File: src/rtl/mem_copy_engine.sv
// Byte-serial, overlap-safe copy engine driving a single-port 64-byte memory.
// Requests are validated on START; each byte takes READ, WAIT and WRITE cycles.
module mem_copy_engine #(
  parameter int ADDR_W = 64,
  parameter int DATA_W = 8,
  parameter int DEPTH  = 64
) (
  input  logic              CLK,
  input  logic              RESET,
  input  logic              START,
  input  logic [5:0]        SRC,
  input  logic [5:0]        DST,
  input  logic [6:0]        LEN,
  output logic              BUSY,
  output logic              DONE,
  output logic              ERR,
  output logic [ADDR_W-1:0] MEM_ADDR,
  output logic [DATA_W-1:0] MEM_D_IN,
  output logic              MEM_R_ENABLE,
  output logic              MEM_W_ENABLE,
  input  logic [DATA_W-1:0] MEM_D_OUT
);

  typedef enum logic [2:0] {
    S_IDLE   = 3'd0,
    S_READ   = 3'd1,
    S_WAIT   = 3'd2,
    S_WRITE  = 3'd3,
    S_FINISH = 3'd4,
    S_REJECT = 3'd5
  } state_e;

  localparam logic [7:0] DEPTH_L = 8'(DEPTH);

  state_e              state_q, state_d;
  logic [5:0]          src_q, src_d, dst_q, dst_d, idx_q, idx_d;
  logic [6:0]          rem_q, rem_d;
  logic                desc_q, desc_d;
  logic [DATA_W-1:0]   data_q, data_d;
  logic [ADDR_W-1:0]   addr_q, addr_d;
  logic                rd_en_q, rd_en_d, wr_en_q, wr_en_d;
  logic                busy_q, busy_d, done_q, done_d, err_q, err_d;
  logic [7:0]          src_end_s, dst_end_s;
  logic [6:0]          last_idx_s;
  logic [5:0]          byte_addr_s;
  logic                valid_s;

  // Request validation; 8-bit sums so an oversize LEN can never wrap into range.
  always_comb begin
    src_end_s  = {2'b00, SRC} + {1'b0, LEN};
    dst_end_s  = {2'b00, DST} + {1'b0, LEN};
    last_idx_s = LEN - 7'd1;
    valid_s    = (LEN != 7'd0) && (src_end_s <= DEPTH_L) && (dst_end_s <= DEPTH_L);
  end

  // Next-state, counters and next values of the registered outputs.
  always_comb begin
    state_d     = state_q;
    src_d       = src_q;
    dst_d       = dst_q;
    idx_d       = idx_q;
    rem_d       = rem_q;
    desc_d      = desc_q;
    data_d      = data_q;
    byte_addr_s = 6'd0;
    case (state_q)
      S_IDLE: begin
        if (START) begin
          src_d   = SRC;
          dst_d   = DST;
          rem_d   = LEN;
          desc_d  = (DST > SRC) && ({2'b00, DST} < src_end_s);
          idx_d   = desc_d ? last_idx_s[5:0] : 6'd0;
          state_d = valid_s ? S_READ : S_REJECT;
        end else begin
          state_d = S_IDLE;
        end
      end
      S_READ:  state_d = S_WAIT;
      S_WAIT: begin
        data_d  = MEM_D_OUT;
        state_d = S_WRITE;
      end
      S_WRITE: begin
        rem_d   = rem_q - 7'd1;
        idx_d   = desc_q ? (idx_q - 6'd1) : (idx_q + 6'd1);
        state_d = (rem_q == 7'd1) ? S_FINISH : S_READ;
      end
      S_FINISH: state_d = S_IDLE;
      S_REJECT: state_d = S_IDLE;
      default:  state_d = S_IDLE;
    endcase

    rd_en_d = (state_d == S_READ);
    wr_en_d = (state_d == S_WRITE);
    busy_d  = (state_d != S_IDLE);
    done_d  = (state_d == S_FINISH) || (state_d == S_REJECT);
    err_d   = (state_d == S_REJECT);
    if (state_d == S_READ) begin
      byte_addr_s = src_d + idx_d;
      addr_d      = {{(ADDR_W-6){1'b0}}, byte_addr_s};
    end else if (state_d == S_WRITE) begin
      byte_addr_s = dst_d + idx_d;
      addr_d      = {{(ADDR_W-6){1'b0}}, byte_addr_s};
    end else begin
      addr_d = addr_q;
    end
  end

  // State, counters and output registers.
  always_ff @(posedge CLK or negedge RESET) begin
    if (!RESET) begin
      state_q <= S_IDLE;
      src_q   <= 6'd0;
      dst_q   <= 6'd0;
      idx_q   <= 6'd0;
      rem_q   <= 7'd0;
      desc_q  <= 1'b0;
      data_q  <= {DATA_W{1'b0}};
      addr_q  <= {ADDR_W{1'b0}};
      rd_en_q <= 1'b0;
      wr_en_q <= 1'b0;
      busy_q  <= 1'b0;
      done_q  <= 1'b0;
      err_q   <= 1'b0;
    end else begin
      state_q <= state_d;
      src_q   <= src_d;
      dst_q   <= dst_d;
      idx_q   <= idx_d;
      rem_q   <= rem_d;
      desc_q  <= desc_d;
      data_q  <= data_d;
      addr_q  <= addr_d;
      rd_en_q <= rd_en_d;
      wr_en_q <= wr_en_d;
      busy_q  <= busy_d;
      done_q  <= done_d;
      err_q   <= err_d;
    end
  end

  assign BUSY         = busy_q;
  assign DONE         = done_q;
  assign ERR          = err_q;
  assign MEM_ADDR     = addr_q;
  assign MEM_D_IN     = data_q;
  assign MEM_R_ENABLE = rd_en_q;
  assign MEM_W_ENABLE = wr_en_q;

endmodule
File: config.mk
export PLATFORM = sky130hd
export DESIGN_NAME = mem_copy_engine
export DESIGN_NICKNAME = d
export VERILOG_FILES = /design/src/rtl/mem_copy_engine.sv
export SDC_FILE = /design/constraint.sdc
export NUM_CORES = 1
export LEC_CHECK = 0
export CAP_MARGIN = 25
export CORE_MARGIN = 2
export CORE_UTILIZATION = 40
export CTS_BUF_LIST = sky130_fd_sc_hd__clkbuf_16
export CTS_CLUSTER_SIZE = 16
export DETAILED_ROUTE_END_ITERATION = 8
export GPL_TIMING_DRIVEN = 0
export PLACE_DENSITY = 0.72
export SETUP_SLACK_MARGIN = 0.15
export SLEW_MARGIN = 15
export SYNTH_ARGS = -nofsm -noshare
export SYNTH_HDL_FRONTEND = slang
export SYNTH_SLANG_ARGS = --single-unit
File: constraint.sdc
create_clock -name CLK -period 3.8 [get_ports CLK]
set_input_delay 0.76 -clock CLK [delete_from_list [all_inputs] [get_ports CLK]]
set_output_delay 0.76 -clock CLK [all_outputs]
set_load 0.01 [all_outputs]
Word-level counts from Yosys, hierarchy flattened --
Cells that the tools add are included.
Storage, ports and cells: logic and storage cells 61, input bits 30, output and inout port bits 77, flip-flop bits (word level) 106
Cells by class: add/subtract/negate cells 8, equality and inequality tests 9, mux-type cells 16, reduce and logical (&&, ||, !) cells 11, order comparisons 4
Operators by type and width (count):
- $mux W64 | 2
- $mux W6 | 7
- $add A6 B7 Y8 | 2
- $le A8 B7 Y1 const B | 2
- $pmux W7 S2 | 1
- $add A6 B6 Y6 | 2
- $pmux W3 S4 | 1
- $pmux W6 S2 | 1
- $sub A6 B1 Y6 const B | 2
- $eq A3 B2 Y1 const B | 3
- $mux W3 | 3
- $lt A6 B8 Y1 | 1
- $eq A7 B1 Y1 const B | 1
- $mux W7 | 1
- $reduce_bool A7 Y1 | 1
- $sub A7 B1 Y7 const B | 1
- $add A6 B1 Y6 const B | 1
- $eq A3 B1 Y1 const B | 2
- $eq A3 B3 Y1 const B | 2
- $gt A6 B6 Y1 | 1
- $reduce_and A2 Y1 | 2
- $reduce_bool A2 Y1 | 2
- $logic_and A1 B1 Y1 | 3
- $logic_not A3 Y1 | 1
- other kinds (3) | 3

Depth between registers and ports, before layout --
Gate-level depths: netlist (run 1).
depth after elaboration 10, mapped depth 20, gate-level depth less buffers 20

Worst setup path after synthesis (run 1) --
OpenSTA, ideal clock, no wires.
kind input to register, start point input port SRC[0], end point register addr_q[5] (netlist: MEM_ADDR[5]), arrival time 4.521 ns, stages 19, data required time 3.675 ns, setup slack -0.845 ns, buffers on the path 0, setup time 0.125 ns, cells stage by stage ha_1 fa_1 a211o_1 a21o_1 a221oi_2 a311oi_1 nand3_1 and2b_1 nand2_1 nand2_1 mux2_1 ha_1 a21o_1 a21oi_1 o21bai_1 a21oi_1 xnor2_1 xnor2_1 mux2_2
On the way: cells in the longest elaborated chain, start to end 9, elaborated cells on any way between the ends 22, those cells by class add/sub (3); order compare (3); eq/ne (2); mux (10); reduce/logical (4)
Ends and longest elaborated chain:
- start: declaration | line 11 | input logic [5:0] SRC,
- $add A6 B7 Y8 (*) | line 50 | src_end_s = {2'b00, SRC} + {1'b0, LEN};
- $le A8 B7 Y1 (*) | line 53 | valid_s = (LEN != 7'd0) && (src_end_s <= DEPTH_L) && (dst_end_s <= DEPTH_L);
- $logic_and A1 B1 Y1 (*) (2 in series) | line 53
- $mux W3 (*) | line 74 | state_d = valid_s ? S_READ : S_REJECT;
- $mux W3 (*) | line 68 | if (START) begin
- $pmux W3 S4 (*) | line 66 | case (state_q)
- $eq A3 B1 Y1 (*)
- via rd_en_d | line 41 | logic rd_en_q, rd_en_d, wr_en_q, wr_en_d;
- $mux W64 or $reduce_bool A2 Y1 (tied branches)
- end signal: assignment | line 120 | addr_q <= {ADDR_W{1'b0}};
- end signal: assignment | line 134 | addr_q <= addr_d;
- end: declaration | line 40 | logic [ADDR_W-1:0] addr_q, addr_d;
Mark *: on every way through the listed nets, which the timed path passes. The rest lies on a longest branch. The select of a mux whose other input is x is not followed. A chain may end at the register's enable or synchronous reset.

Worst setup path after layout (run 1) --
start point input port LEN[0], end point register addr_q[5] (netlist: MEM_ADDR[5])
On the way: cells in the longest elaborated chain, start to end 9, elaborated cells on any way between the ends 23, those cells by class add/sub (5); order compare (3); eq/ne (2); mux (8); reduce/logical (5)
Ends and longest elaborated chain:
- start: declaration | line 13 | input logic [6:0] LEN,
- $add A6 B7 Y8 | line 50
- $le A8 B7 Y1 | line 53
- $logic_and A1 B1 Y1 | line 53
- $logic_and A1 B1 Y1 (*) | line 53
- $mux W3 (*) | line 74
- $mux W3 (*) | line 68
- $pmux W3 S4 (*) | line 66
- $eq A3 B1 Y1 (*)
- via rd_en_d | line 41
- $mux W64 or $reduce_bool A2 Y1 (tied branches)
Marks and branches as above.

==> impl_metrics.py, run 1 <==
metrics = {
    "cells_and_area": {
        "seqCellArea_sq_um": 1201,
        "n_fill_cell": 782,
        "fin_util_pct": 57.40,
        "nNetsFinal": 613,
        "drive_gt1_share_pct": 30.28,
        "multi_input_area_sq_um": 2591,
        "area_delta_synth_final_pct": 39.49,
        "antennaDiodeCount": 0,
    },
    "logic_synthesis": {
        "async_flop_share_pct": 100.0,
        "ys_seq_elements": 48,
        "ys_warn_count": 0,
        "syn_avg_cell_area_sq_um": 9.366,
        "synth_edf_count": 0,
        "synth_flop_cell": "dfrtp_1",
        "synthCells": 406,
        "syn_area_sq_um": 3802,
        "ys_seq_area_share_pct": 31.59,
        "ys_types": 62,
    },
    "worst_setup_path": {
        "crit_chain": "buf_12 -> ha_4 -> fa_2 -> a211o_1 -> buf_4 -> a21o_1 -> a211oi_1 -> a311oi_2 -> nand3_1 -> and2b_2 -> nand2_2 -> nand2_4 -> mux2_4 -> ha_4 -> a21o_1 -> a21oi_2 -> o21bai_2 -> a21oi_2 -> xnor2_1 -> xnor2_1 -> mux2_4",
        "cp_max_fo": 6,
        "end_kind": "flip-flop",
        "critPathRequiredTime_ps": 3980,
        "cp-start-kind": "primary input",
        "critical_path_class": "primary input to flip-flop",
        "arrival_ps": 4570,
        "reg2reg_slack_ps": 250,
        "slowest_delay_ps": 390,
        "cp_slowest_cell": "fa_2",
        "critical_path_buf_inv_count": 2,
        "cp_top_family": "compound AO/OA/AOI/OAI gates",
    },
    "job": {
        "drv_cap": 0,
    },
    "timing": {
        "setup_tns_ps": -2361,
        "setup_viol": 5,
        "finalClockSkew_ps": 4.082,
        "timing.final.crit_share_pct": 115.6,
        "fin_crit_ps": 4393,
        "clock.fmax_mhz": 227.6,
        "hold_violations": 0,
        "slew_headroom_pct": 41.74,
        "setup_ws_ps": -592.8,
        "worstMarginPinSlew_ps": 871.7,
        "drv_slew": 0,
        "rsz0062_at_grt": "true",
    },
    "clocking": {
        "clockRootBuffer": "clkbuf_16",
        "cts_max_level": 2,
        "cts_buffers": 5,
        "cts_tree": "built",
        "cts.sinks": 48,
        "path_clk_slew_ps": 70,
        "cts_max_path_buffers": 2,
        "clock_latency_ps": 290,
    },
    "floorplan": {
        "num_rows": 35,
        "dieArea_sq_um": 10300,
        "start_util_pct": 41.15,
        "die_h_um": 101.5,
        "core_sq_um": 9240,
        "die_w_um": 101.5,
        "io_pins": 107,
    },
    "routing": {
        "drc": 0,
        "ant_nets": 0,
        "num_vias": 3227,
        "wl_per_cell_um": 13.82,
        "drt-initial-drc-count": 211,
        "routed_via_density": 4.788,
        "dr.pass1.iters": 4,
        "drt-total-wl_um": 9314,
    },
    "placement": {
        "place_congestion": 0.9216,
        "port_buffers": 48,
        "hpwl_um": 6851,
    },
    "global_routing": {
        "use_met1_pct": 23.15,
        "grt-ovfl-total": 0,
        "grt.met3_usage_pct": 3.313,
        "gr-max-usage-layer": "met2",
        "grt_max_degree": 34,
        "grt_pass1_wl_um": 14810,
        "track_usage_pct": 18.03,
        "use_met2_pct": 30.77,
        "grt_antenna_before_repair": 0,
        "grt_pass1_vias": 3169,
    },
    "pwr": {
        "peakVddDrop_mv": 0.6221,
        "total_leakage_power_nw": 2.580,
        "p_per_area_nw_per_um2": 685.3,
    },
    "run_status": {
        "status": "finished with violations",
        "violations": "negative setup slack",
    },
    "min_path": {
        "worstHoldPathType": "primary input to asynchronous set/reset pin",
    },
}
logic make-up (layout without fill, tap and decap cells):
family	Yosys count	count (layout)	synth area share [%]
AOI/OAI and AO/OA	81	81	15.99
xor gates and xnor gates	17	17	3.916
adders and majority gates	39	39	13.62
buffers and inverters	81	163	13.79
DFF	48	48	31.59
muxes	20	20	5.890
other	1	58	0.09862
and+or+nand+nor	119	119	15.10
power by group:
group / total (mW) / internal (mW) / switching, mW
logic: 2.28 / 1.21 / 1.06
registers: 0.920 / 0.763 / 0.157
clock network: 0.440 / 0.242 / 0.198
worst paths after layout:
path | depth (start not counted) | end | startpoint
max | 21 | MEM_ADDR[5] | LEN[0]
min | 1 | MEM_D_IN[5] | RESET
max reg2reg | 12 | MEM_ADDR[4] | state_q[0]
min reg2reg | 2 | dst_q[3] | dst_q[3]
max in group asynchronous | 2 | src_q[3] | RESET
min in group CLK | 2 | dst_q[3] | dst_q[3]
sequential cells by signal (all words and copies together) (netlist names):
register,cells
MEM_D_IN,8
rem_q,7
MEM_ADDR,6
dst_q,6
idx_q,6
src_q,6
state_q,3
BUSY,1
DONE,1
ERR,1
MEM_R_ENABLE,1
MEM_W_ENABLE,1
desc_q,1
through the flow:
step	hold WS [ps]	worst slack [ps]	cell area [sq um]	power, mW	cells
3_5_place_dp	459.4	-1759	4777	2.819	641
5_1_grt	408.4	-749.5	5304	3.928	674
3_3_place_gp	450.6	-1716	4762	2.758	640
4_1_cts	392.4	-639.6	5172	3.449	668
2_1_floorplan	434.4	-541.7	4120	2.268	463
6_report	382.7	-592.8	5304	3.635	674
layer usage:
metal  routed length (um)  part of all wire, %  up-vias
met4                  166                  1.8        0
li1                     -                    -     1595
met3                  371                  4.0       19
met1                 4049                   43     1519
met2                 4727                   51       94
met5                    0                    0        -
area by class of cell:
type	count	share of cell area [%]
Buffer	66	8.870
Multi-Input combinational cell	334	48.86
Inverter	15	1.062
Tap cell	129	3.043
Clock buffer	5	2.359
Clock inverter	3	0.3539
Sequential cell	48	22.65
Timing Repair Buffer	74	12.81
cell usage after synthesis, types with 2 or more instances:
library cell | n | area, sq um
a31oi_1 | 4 | 25.02
o21ai_0 | 9 | 45.04
o41ai_1 | 2 | 17.52
o211ai_1 | 4 | 30.03
mux2_1 | 10 | 112.6
o22ai_1 | 3 | 18.77
a21oi_1 | 9 | 45.04
or2_2 | 5 | 31.28
a2111oi_0 | 2 | 17.52
a211oi_1 | 5 | 37.54
inv_1 | 15 | 56.30
fa_1 | 4 | 80.08
a21o_1 | 10 | 75.07
xor2_1 | 8 | 70.07
xnor2_1 | 9 | 78.83
nor3_1 | 4 | 20.02
a311oi_1 | 2 | 17.52
buf_4 | 58 | 435.4
a22oi_1 | 3 | 22.52
buf_2 | 2 | 10.01
o221ai_1 | 2 | 17.52
dfrtp_1 | 48 | 1201
nand2b_1 | 5 | 31.28
nor2b_1 | 5 | 31.28
mux2_2 | 9 | 101.4
or4b_1 | 2 | 20.02
clkbuf_1 | 5 | 18.77
or3_1 | 3 | 18.77
nor2_1 | 27 | 101.4
o21a_1 | 4 | 30.03
a211o_1 | 2 | 17.52
nand2_1 | 48 | 180.2
ha_1 | 35 | 437.9
nand3_1 | 9 | 45.04
o21ai_1 | 7 | 35.03
cell usage in the layout (no fill, tap or decap), drive strengths merged, types with 2 or more instances in the layout:
master and n:
mux2 19, a21oi 10, a31oi 4, dlygate4sd2 6, nor3 4, clkbuf 12, or4b 2, nand3 9
nor2b 5, a211oi 6, or3 3, o221ai 2, xor2 8, clkinvlp 2, a221oi 2, buf 95
a22oi 3, o21ai 16, dfrtp 48, nand2b 5, fa 4, o22ai 3, o21a 4, a211o 3
o211ai 5, a21o 10, conb 58, inv 15, ha 35, a311oi 2, nor4b 2, xnor2 9
o41ai 2, or2 5, nand2 48, nor2 27, a2111oi 2, clkdlybuf4s50 31
what timing repair did:
item                                    4_1_cts  5_1_grt
hold buffers                                  0        0
setup buffers                                19        6
endpoints found under the setup margin       13        7
resized for setup                            58       33
pin swaps                                    34       31
(Power assumes the default switching activity.)
==> run 2, diff against run 1 <==
CORE_MARGIN = 3   (was 2)
CTS_CLUSTER_SIZE = unset   (was 16)
==> impl_metrics.py, run 2 (synthesis results as in run 1) <==
metrics = {
    "run_status": {
        "status": "finished with violations",
        "violations": "negative setup slack",
    },
    "pwr": {
        "total_leakage_power_nw": 2.573,
        "peakVddDrop_mv": 0.5415,
        "p_per_area_nw_per_um2": 692.5,
        "total_power_mw": 3.664,
    },
    "timing": {
        "clock.fmax_mhz": 224.3,
        "timing.final.crit_share_pct": 117.3,
        "hold_violations": 0,
        "rsz0062_at_grt": "true",
        "finalClockSkew_ps": 7.459,
        "drv_slew": 0,
        "setup_viol": 5,
        "slew_headroom_pct": 45.07,
        "fin_crit_ps": 4459,
        "worstMarginPinSlew_ps": 821.7,
        "setup_ws_ps": -658.8,
    },
    "cells_and_area": {
        "fin_area_sq_um": 5291,
        "mostFrequentLayoutCells": "buf_4 (80), conb_1 (58), dfrtp_1 (48)",
        "drive_gt1_share_pct": 28.99,
        "seqCellArea_sq_um": 1201,
        "n_fill_cell": 774,
        "nNetsFinal": 613,
        "multi_input_area_sq_um": 2545,
        "layout_commonest_cell": "buf_4",
        "antennaDiodeCount": 0,
        "area_delta_synth_final_pct": 39.16,
        "largest_reg_flops": 8,
    },
    "clocking": {
        "clock_latency_ps": 290,
        "cts_tree": "built",
        "cts_buffers": 5,
        "cts.sinks": 48,
        "postCtsHoldBufs": 0,
        "cts_max_path_buffers": 2,
        "path_clk_slew_ps": 70,
        "cts_max_level": 2,
        "clockRootBuffer": "clkbuf_16",
    },
    "min_path": {
        "worstHoldPathType": "primary input to asynchronous set/reset pin",
    },
    "worst_setup_path": {
        "cp-start-kind": "primary input",
        "reg2reg_slack_ps": 190,
        "arrival_ps": 4640,
        "rr_startpoint": "state_q[0]",
        "cp_slowest_cell": "fa_2",
        "reg2reg_depth": 13,
        "cp_max_fo": 6,
        "slowest_delay_ps": 360,
        "crit_chain": "buf_12 -> ha_4 -> fa_2 -> a211o_1 -> buf_4 -> a21o_1 -> a211oi_1 -> a311oi_1 -> nand3_1 -> and2b_2 -> nand2_2 -> nand2_4 -> mux2_4 -> ha_4 -> a21o_1 -> a21oi_2 -> o21bai_1 -> a21oi_2 -> xnor2_1 -> xnor2_1 -> mux2_2",
        "r2r_end": "MEM_ADDR[5]",
        "critical_path_class": "primary input to flip-flop",
        "critPathRequiredTime_ps": 3980,
        "end_kind": "flip-flop",
    },
    "floorplan": {
        "io_pins": 107,
        "dieArea_sq_um": 10710,
        "core_sq_um": 8976,
        "die_w_um": 103.5,
        "num_rows": 34,
        "die_h_um": 103.5,
        "start_util_pct": 42.36,
    },
    "global_routing": {
        "grt_max_degree": 29,
        "grt_antenna_before_repair": 0,
        "track_usage_pct": 17.90,
        "grt_pass1_wl_um": 15950,
        "grt-ovfl-total": 0,
        "grt_pass1_vias": 3311,
    },
    "placement": {
        "port_buffers": 48,
        "hpwl_um": 7029,
        "dpl_cell_area_sq_um": 4773,
        "place_congestion": 0.8691,
    },
    "routing": {
        "drt-initial-drc-count": 153,
        "routed_via_density": 4.897,
        "drc": 0,
        "num_vias": 3286,
        "ant_nets": 0,
        "dr.pass1.iters": 4,
        "wl_per_cell_um": 14.31,
        "drt-total-wl_um": 9600,
    },
    "job": {
        "drv_cap": 0,
    },
}
==> run 2: worst max-delay path by stage <==
stage | slack [ps] | start | endpoint
final | -660 | LEN[0] | MEM_ADDR[5]
after floorplan | -540 | SRC[0] | MEM_ADDR[5]
after CTS | -600 | LEN[0] | MEM_ADDR[5]
after global placement | -1730 | LEN[0] | MEM_ADDR[5]
after global routing | -780 | LEN[0] | MEM_ADDR[5]
after detailed placement | -1750 | LEN[0] | MEM_ADDR[5]
==> run 2: final cells by class <==
class / instances / area share [%]
Clock buffer: 5 / 2.365
Multi-Input combinational cell: 334 / 48.10
Timing Repair Buffer: 74 / 13.10
Tap cell: 126 / 2.979
Buffer: 66 / 8.891
Clock inverter: 3 / 0.8040
Sequential cell: 48 / 22.70
Inverter: 15 / 1.064
==> run 2: what timing repair did <==
item | 4_1_cts | 5_1_grt
resized for setup | 64 | 8
endpoints found under the setup margin | 14 | 6
endpoints found under the hold margin | 0 | 0
pin swaps | 36 | 15
buffers inserted | 19 | 6
==> run 2: metal layers <==
metal	global-route usage (%)	up-vias	part of all wire (%)
met2	31.68	128	49
met4	5.888	0	1.7
met1	21.85	1547	42
met3	3.545	18	6.5
li1	-	1593	-
met5	0	-	0
==> run 2: worst max-delay path: cells and delay by family <==
family	cells	cell delay (ps)
AOI/OAI and AO/OA	8	1530
adders and majority gates	3	720
muxes	2	600
and+or+nand+nor	4	510
buffers and inverters	2	270
xor gates and xnor gates	2	220
==> run 2: metrics by stage <==
stage / hold slack, ps / util (%) / cells / worst slack (ps) / setup TNS, ps
6_report: 424.3 / 58.95 / 671 / -658.8 / -2508
2_1_floorplan: 434.4 / - / 463 / -541.7 / -1663
3_3_place_gp: 451.3 / 53.01 / 637 / -1734 / -9803
5_1_grt: 460.2 / 58.95 / 671 / -783.7 / -3079
4_1_cts: 450.8 / 57.90 / 665 / -595.2 / -1978
3_5_place_dp: 455.8 / 53.18 / 638 / -1750 / -10380
==> run 2: report_power, final <==
part | leakage [nW] | total [mW] | internal (mW) | switching [mW]
registers | 0.587 | 0.919 | 0.763 | 0.156
clock network | 0.0798 | 0.509 | 0.309 | 0.199
logic | 1.91 | 2.24 | 1.19 | 1.05
==> run 3, diff against run 2 <==
CAP_MARGIN = 30   (was 25)
==> results of run 3 <==
The final DEF is identical to that of run 2; final timing and power are the same.
